## src/rtl/tick_gap_counter.sv

```systemverilog
// Elapsed-cycle counter between ticks: restarts at 1 on a tick, counts while
// running, saturates at P+1 and flags when exactly P cycles have elapsed.
module tick_gap_counter #(
    parameter int P = 4,
    parameter int W = $clog2(P + 2)
) (
    input  logic         clk,
    input  logic         rst_n,
    input  logic         tick,
    input  logic         run,
    output logic [W-1:0] elapsed,
    output logic         at_p
);
    localparam logic [W-1:0] SAT_VAL = W'(P + 1);
    localparam logic [W-1:0] P_VAL   = W'(P);

    always_ff @(posedge clk or negedge rst_n) begin
        if (!rst_n) begin
            elapsed <= '0;
        end else if (tick) begin
            elapsed <= W'(1);
        end else if (run && (elapsed != SAT_VAL)) begin
            elapsed <= elapsed + W'(1);
        end
    end

    assign at_p = (elapsed == P_VAL);

endmodule

```

## config.mk

```make
export PLATFORM = sky130hd
export DESIGN_NAME = tick_gap_counter
export DESIGN_NICKNAME = d
export VERILOG_FILES = /design/src/rtl/tick_gap_counter.sv
export SDC_FILE = /design/constraint.sdc
export NUM_CORES = 1
export LEC_CHECK = 0
export BUFFER_PORTS_ARGS = -buffer_cell sky130_fd_sc_hd__buf_2
export CAP_MARGIN = 20
export CORE_AREA = 8 8 45 47
export DETAILED_ROUTE_END_ITERATION = 10
export DIE_AREA = 0 0 53 55
export HOLD_SLACK_MARGIN = 0.15
export MAX_ROUTING_LAYER = met4
export SLEW_MARGIN = 20
export SYNTH_ARGS = -nofsm -noshare
export SYNTH_HDL_FRONTEND = slang
export SYNTH_SLANG_ARGS = --single-unit
```

## constraint.sdc

```tcl
create_clock -name clk -period 2 [get_ports clk]
set_clock_uncertainty 0.05 [all_clocks]
set_input_delay 0.4 -clock clk [delete_from_list [all_inputs] [get_ports clk]]
set_output_delay 0.4 -clock clk [all_outputs]
set_load 0.02 [all_outputs]
```

==> results of run 1 <==
-- power by group through the flow --
stage	clock [mW]	sequential, mW	combinational, mW
floorplan	0	0.0850	0.0270
global placement	0	0.0781	0.0530
detailed placement	0	0.0776	0.0540
CTS	0.116	0.0769	0.0556
global route	0.123	0.0779	0.0593
finish	0.107	0.0767	0.0537
-- per-stage QoR --
step | setup WS, ns | util, %
final | 0.3696 | 21.43
after global routing | 0.3059 | 21.43
after CTS | 0.3403 | 21.43
after detailed placement | 0.5996 | 18.81
after global placement | 0.6153 | 18.81
after floorplan | 0.6107 | -
-- layout make-up --
cell class	count	share of cell area, %
flip-flops and latches	3	25.32
clock buffers	4	8.861
inverters	2	2.532
multi-input cells	14	41.35
well taps	16	6.751
repair buffers	8	15.19
-- timing repair --
item,in CTS,in global routing
resized for setup,0,0
hold buffers,1,0
hold endpoints to repair,3,0
-- final timing paths --
kind                             from    endpoint  slack, ns  depth (start not counted)
max reg2reg                elapsed[0]  elapsed[1]       0.80                          3
max                        elapsed[0]        at_p       0.37                          4
min reg2reg                elapsed[1]  elapsed[1]       0.54                          2
max in group asynchronous       rst_n  elapsed[1]       1.34                          2
min in group asynchronous       rst_n  elapsed[2]       0.45                          2
min                              tick  elapsed[2]       0.33                          2
-- routing by layer --
metal,up-vias,track usage [%],share of wire (%)
li1,88,-,-
met3,0,2.941,14
met5,-,-,0
met2,7,3.516,38
met1,75,3.664,48
met4,0,3.879,0
-- logic make-up (layout without fill, tap and decap cells) --
logic type      count (synthesis)  in the layout  share of synthesized area [%]
fa+ha+maj                       3              3                          18.29
flops                           3              3                          36.58
buf+inv                         2             14                          3.660
simple gates                    7              7                          23.78
compound gates                  2              2                          7.924
mux                             2              2                          9.756
-- cell usage in the layout (no fill, tap or decap) --
master | netlist | layout
buf_2 | 0 | 7
ha_1 | 3 | 3
clkbuf_4 | 0 | 3
dfrtp_1 | 3 | 3
inv_1 | 2 | 2
mux2i_1 | 2 | 2
nand2b_1 | 2 | 2
and2_1 | 1 | 1
nor2_1 | 1 | 1
nor2b_1 | 1 | 1
a21boi_2 | 1 | 1
and4b_1 | 1 | 1
a21oi_1 | 1 | 1
nor3_2 | 1 | 1
clkbuf_1 | 0 | 1
dlygate4sd3_1 | 0 | 1
-- critical path: cells and delay by family (launching register included) --
family / cells / cell delay, ns
flops: 1 / 0.42
fa+ha+maj: 1 / 0.19
simple gates: 1 / 0.13
buf+inv: 2 / 0.22
==> qor.txt, run 1 <==
Final layout net count - 39
Final WL - 422 um
Peak supply drop - 0.2739 mV
Die Area - 2915 um2
Root Buffer - clkbuf_4
Max_slew headroom - 87.91%
Worst Path Arrival - 1.18 ns
Die height - 55 um
GR Overflow Total - 0
Diode count - 0
DRC - 0
Cell accounting for the most synthesized area - dfrtp_1
Synth Flop Type - dfrtp_1
Final period util - 81.52%
Vias in the first global route - 174
Comb pwr share - 22.6%
Synth top cells by count - dfrtp_1 (3), ha_1 (3), inv_1 (2), mux2i_1 (2), nand2b_1 (2)
Dpl cell area - 260.3 um2
Mapped Cells - 19
Setup violators final - 0
Share of cells above drive strength 1 - 38.71%
HP Class - input pin to register
Multi-input gate area - 122.6 um2
Top Registers - elapsed: 3 flops
Post-synth EDFFs - 0
Total power draw - 0.2370 mW
Critical Path Source Type - register
Crit Path Category - register to primary output
Syn_area_per_cell - 10.80 um2
Largest net degree at the start of global routing - 7
WL/cell - 8.979 um
Net Switching - 0.07026 mW
Cells along the critical path - inv_1 -> ha_1 -> and2_1 -> buf_2
Antenna violation net count after detailed routing - 0
Sequential fraction of the synthesis area - 36.59%
Max FFs per register - 3
Setup Fix Bufs, Post-CTS - 0
Leak - 0.1556 nW
FFs w/ async S/R, synth - 100.0%
Clk network pwr share - 45.0%
Initial core utilization - 14.83%
Post-synth cell types - 12
Sequential power share - 32.4%
Total CTS buffers - 3
Final GP Congestion - 0.7042
Clk sinks - 3
FF+latch area - 75.07 um2
Filler cells - 149
I/O Buffers - 7
Clock Tree Buf Depth - 2
Drt pass-1 iters - 1
Initial antenna violation count - 0
Syn_nets - 26
Final hold slack - 0.3300 ns
Unrepaired setup endpoints after global routing - no
Slew Viols, Final - 0
Endpoints failing hold - 0
Total Routing Usage GR - 3.497%
Synthesis-to-finish area growth - 44.51%
Design Area, Final - 296.5 um2
Setup_tns - 0 ns
Clk pin slew, worst setup/hold paths - 0.04 ns
Outcome - finished clean
Cell Pwr Density - 799.3 nW/um2
Row count - 14
Core ar. - 1384 um2
FMAX - 613.4 MHz
Critical path's largest stage delay - 0.42 ns
Syn. warnings - 0
Vias per Instance - 3.617
Largest reg by FF count - elapsed
Routed via count - 170
I/O pins - 8
DP HPWL - 361.6 um
Synth top area cells - dfrtp_1 (37%), ha_1 (18%), mux2i_1 (9.8%)
H-tree depth - 1
DR iter-0 viols - 0
CP Capture Type - primary output
Internal Power - 0.1668 mW
Width of the chip - 53 um
Crit-path slowest cell - dfrtp_1
Placed insts - 42
Fin cells - 47
Skew-Pair Late Insertion Delay - 0.23 ns
Worst-Margin Slew - 0.1813 ns
Tmin final - 1.630 ns
Mapped cell area - 205.2 um2
CTS tree - built
Maxcap violations - 0
#FFs+latches synth - 3
Global-route wire length before repair - 662 um
Sw frac - 29.65%
CP required - 1.55 ns
Share of the synthesized area in the top cell type - 36.59%
CP max FO - 6
No activity file was read; power rests on OpenSTA's default activity.
==> run 2: changes to the inputs <==
- ABC_AREA: unset -> 1
- clock period: 2 -> 1.65 ns (I/O delays scaled with it)
==> run 2 against run 1 <==
Non-clock buffer count unchanged; critical path depth increased by 1; setup slack got worse by 0.25 ns; register-to-register slack got worse by 0.28 ns; sequential share of layout area increased by 0.43 points; die area unchanged; design area decreased by 1.7%; worst hold slack got worse by 0.030 ns; sequential power increased by 16%; clock power increased by 21%; cell count increased by 17%; combinational power increased by 2%; critical endpoint unchanged.
==> qor.txt, run 2 <==
Critical path's largest stage delay - 0.42 ns
Crit path buf inv count - 3
HP Class - input pin to register
CP Capture Type - primary output
Largest reg by FF count - elapsed
Sw frac - 29.58%
Post-synth EDFFs - 0
Filler cells - 163
GR Overflow Total - 0
Outcome - finished clean
Top Registers - elapsed: 3 flops
CTS tree - built
Most frequent cells in the layout - nand2_1 (7), buf_2 (7), inv_1 (4)
Antenna violation net count after detailed routing - 0
Final GP Congestion - 0.7566
Final WL - 507 um
FF+latch area - 75.07 um2
Total power draw - 0.2738 mW
Multi-input gate area - 102.6 um2
Cell Pwr Density - 939.0 nW/um2
CP required - 1.27 ns
Unrepaired setup endpoints after global routing - no
Width of the chip - 53 um
Routed via count - 192
Clock Tree Buf Depth - 2
FFs w/ async S/R, synth - 100.0%
Crit Path Category - register to primary output
Initial core utilization - 14.47%
FF-to-FF path depth - 5
Max FFs per register - 3
Post-synth cell types - 9
Final period util - 92.93%
Max_slew headroom - 88.13%
Comb pwr share - 20.0%
FMAX - 652.2 MHz
Synth top area cells - dfrtp_1 (38%), ha_1 (19%), nand2_1 (13%)
Setup violators final - 0
Cells along the critical path - inv_1 -> ha_1 -> nand2_1 -> inv_1 -> buf_2
Slew Viols, Final - 0
Synth Flop Type - dfrtp_1
Cell accounting for the most synthesized area - dfrtp_1
Mapped Cells - 27
DR iter-0 viols - 2
Syn_nets - 34
CP max FO - 5
CP Launch Point - elapsed[0]
Delay-heaviest family, CP - flip-flops
Mapped cell area - 200.2 um2
Internal Power - 0.1928 mW
Root Buffer - clkbuf_4
Setup Fix Bufs, Post-CTS - 0
Peak supply drop - 0.2119 mV
Vias per Instance - 3.491
Drt pass-1 iters - 2
Clk network pwr share - 47.3%
Endpoints failing hold - 0
Vias in the first global route - 211
Worst Path Arrival - 1.15 ns
Total Routing Usage GR - 4.284%
#FFs+latches synth - 3
Sequential power share - 32.6%
Post-cts resize count - 0
Diode count - 0
Synthesis-to-finish area growth - 45.63%
Setup_tns - 0 ns
Syn. warnings - 0
Clk pin slew, worst setup/hold paths - 0.04 ns
Net Switching - 0.08097 mW
Final layout net count - 47
Worst R2R End - elapsed[0]
Crit-path slowest cell - dfrtp_1
Maxcap violations - 0
Core ar. - 1384 um2
WL/cell - 9.218 um
DRC - 0
Leak - 0.1708 nW
Share of cells above drive strength 1 - 33.33%
Worst-Margin Slew - 0.1780 ns
Most frequent CP cell - inv_1
Worst path depth - 5
Syn_area_per_cell - 7.415 um2
R2R Setup Slk - 0.52 ns
Reg-to-Reg Start - elapsed[0]
Top-count cell post-synth - nand2_1
Row count - 14
Clk sinks - 3
I/O pins - 8
Largest net degree at the start of global routing - 6
Die height - 55 um
Skew-Pair Late Insertion Delay - 0.23 ns
Initial antenna violation count - 0
Global-route wire length before repair - 821 um
Share of the synthesized area in the top cell type - 37.50%
Die Area - 2915 um2
I/O Buffers - 7
Tmin final - 1.533 ns
Worst Setup EP - at_p
DP HPWL - 396.5 um
Sequential fraction of the synthesis area - 37.50%
H-tree depth - 1
Critical Path Source Type - register
Total CTS buffers - 3
Synth top cells by count - nand2_1 (7), inv_1 (4)
-- run 2: what timing repair did --
item | CTS | global route
hold buffers | 1 | 0
hold endpoints to repair | 3 | 0
endpoints found under the setup margin | 0 | 0
-- run 2: layout make-up --
class | count | share of cell area [%]
Tap cell | 16 | 6.867
Sequential cell | 3 | 25.75
Timing Repair Buffer | 8 | 15.45
Clock buffer | 4 | 9.013
Inverter | 6 | 7.725
Multi-Input combinational cell | 18 | 35.19
-- run 2: through the flow --
| stage | util, % | cell area [um2] | cells | hold slack, ns | setup WS, ns |
|---|---|---|---|---|---|
| after floorplan | - | 200.2 | 27 | -0.01559 | 0.3596 |
| after global placement | 18.44 | 255.2 | 50 | 0.08193 | 0.4022 |
| after detailed placement | 18.44 | 255.2 | 50 | 0.08005 | 0.3523 |
| after CTS | 21.07 | 291.5 | 55 | 0.2975 | 0.09581 |
| after global routing | 21.07 | 291.5 | 55 | 0.3238 | 0.01810 |
| final | 21.07 | 291.5 | 55 | 0.2997 | 0.1167 |
-- run 2: worst min path at each step --
stage               cells past startpoint  startpoint    endpoint  slack (ns)
detailed placement                      1       rst_n  elapsed[2]        0.08
finish                                  4        tick  elapsed[2]        0.30
floorplan                               0       rst_n  elapsed[0]       -0.02
global placement                        1       rst_n  elapsed[2]        0.08
CTS                                     4        tick  elapsed[2]        0.30
global route                            3        tick  elapsed[0]        0.32
-- run 2: logic make-up after synthesis --
family                     synth area share [%]
and+or+nand+nor                           32.50
buffers and inverters                     11.25
DFF                                       37.50
adders and majority gates                 18.75
-- run 2: power by group through the flow --
stage	clock network [mW]	registers (mW)	logic, mW
after CTS	0.136	0.0897	0.0564
after detailed placement	0	0.0905	0.0538
after global routing	0.143	0.0912	0.0625
final	0.130	0.0893	0.0549
after global placement	0	0.0897	0.0540
after floorplan	0	0.0974	0.0261
-- run 2: worst min-delay path, stage by stage --
cell,delay (ns)
buf_2,0.08
inv_2,0.04
nand2_1,0.06
nor2_1,0.03
-- run 2: metal layers --
layer | up-vias | wire length, um | track usage, %
li1 | 104 | - | -
met1 | 85 | 204 | 3.506
met2 | 3 | 286 | 6.055
met3 | 0 | 16 | 1.872
met4 | 0 | 0 | 6.466
met5 | - | 0 | -
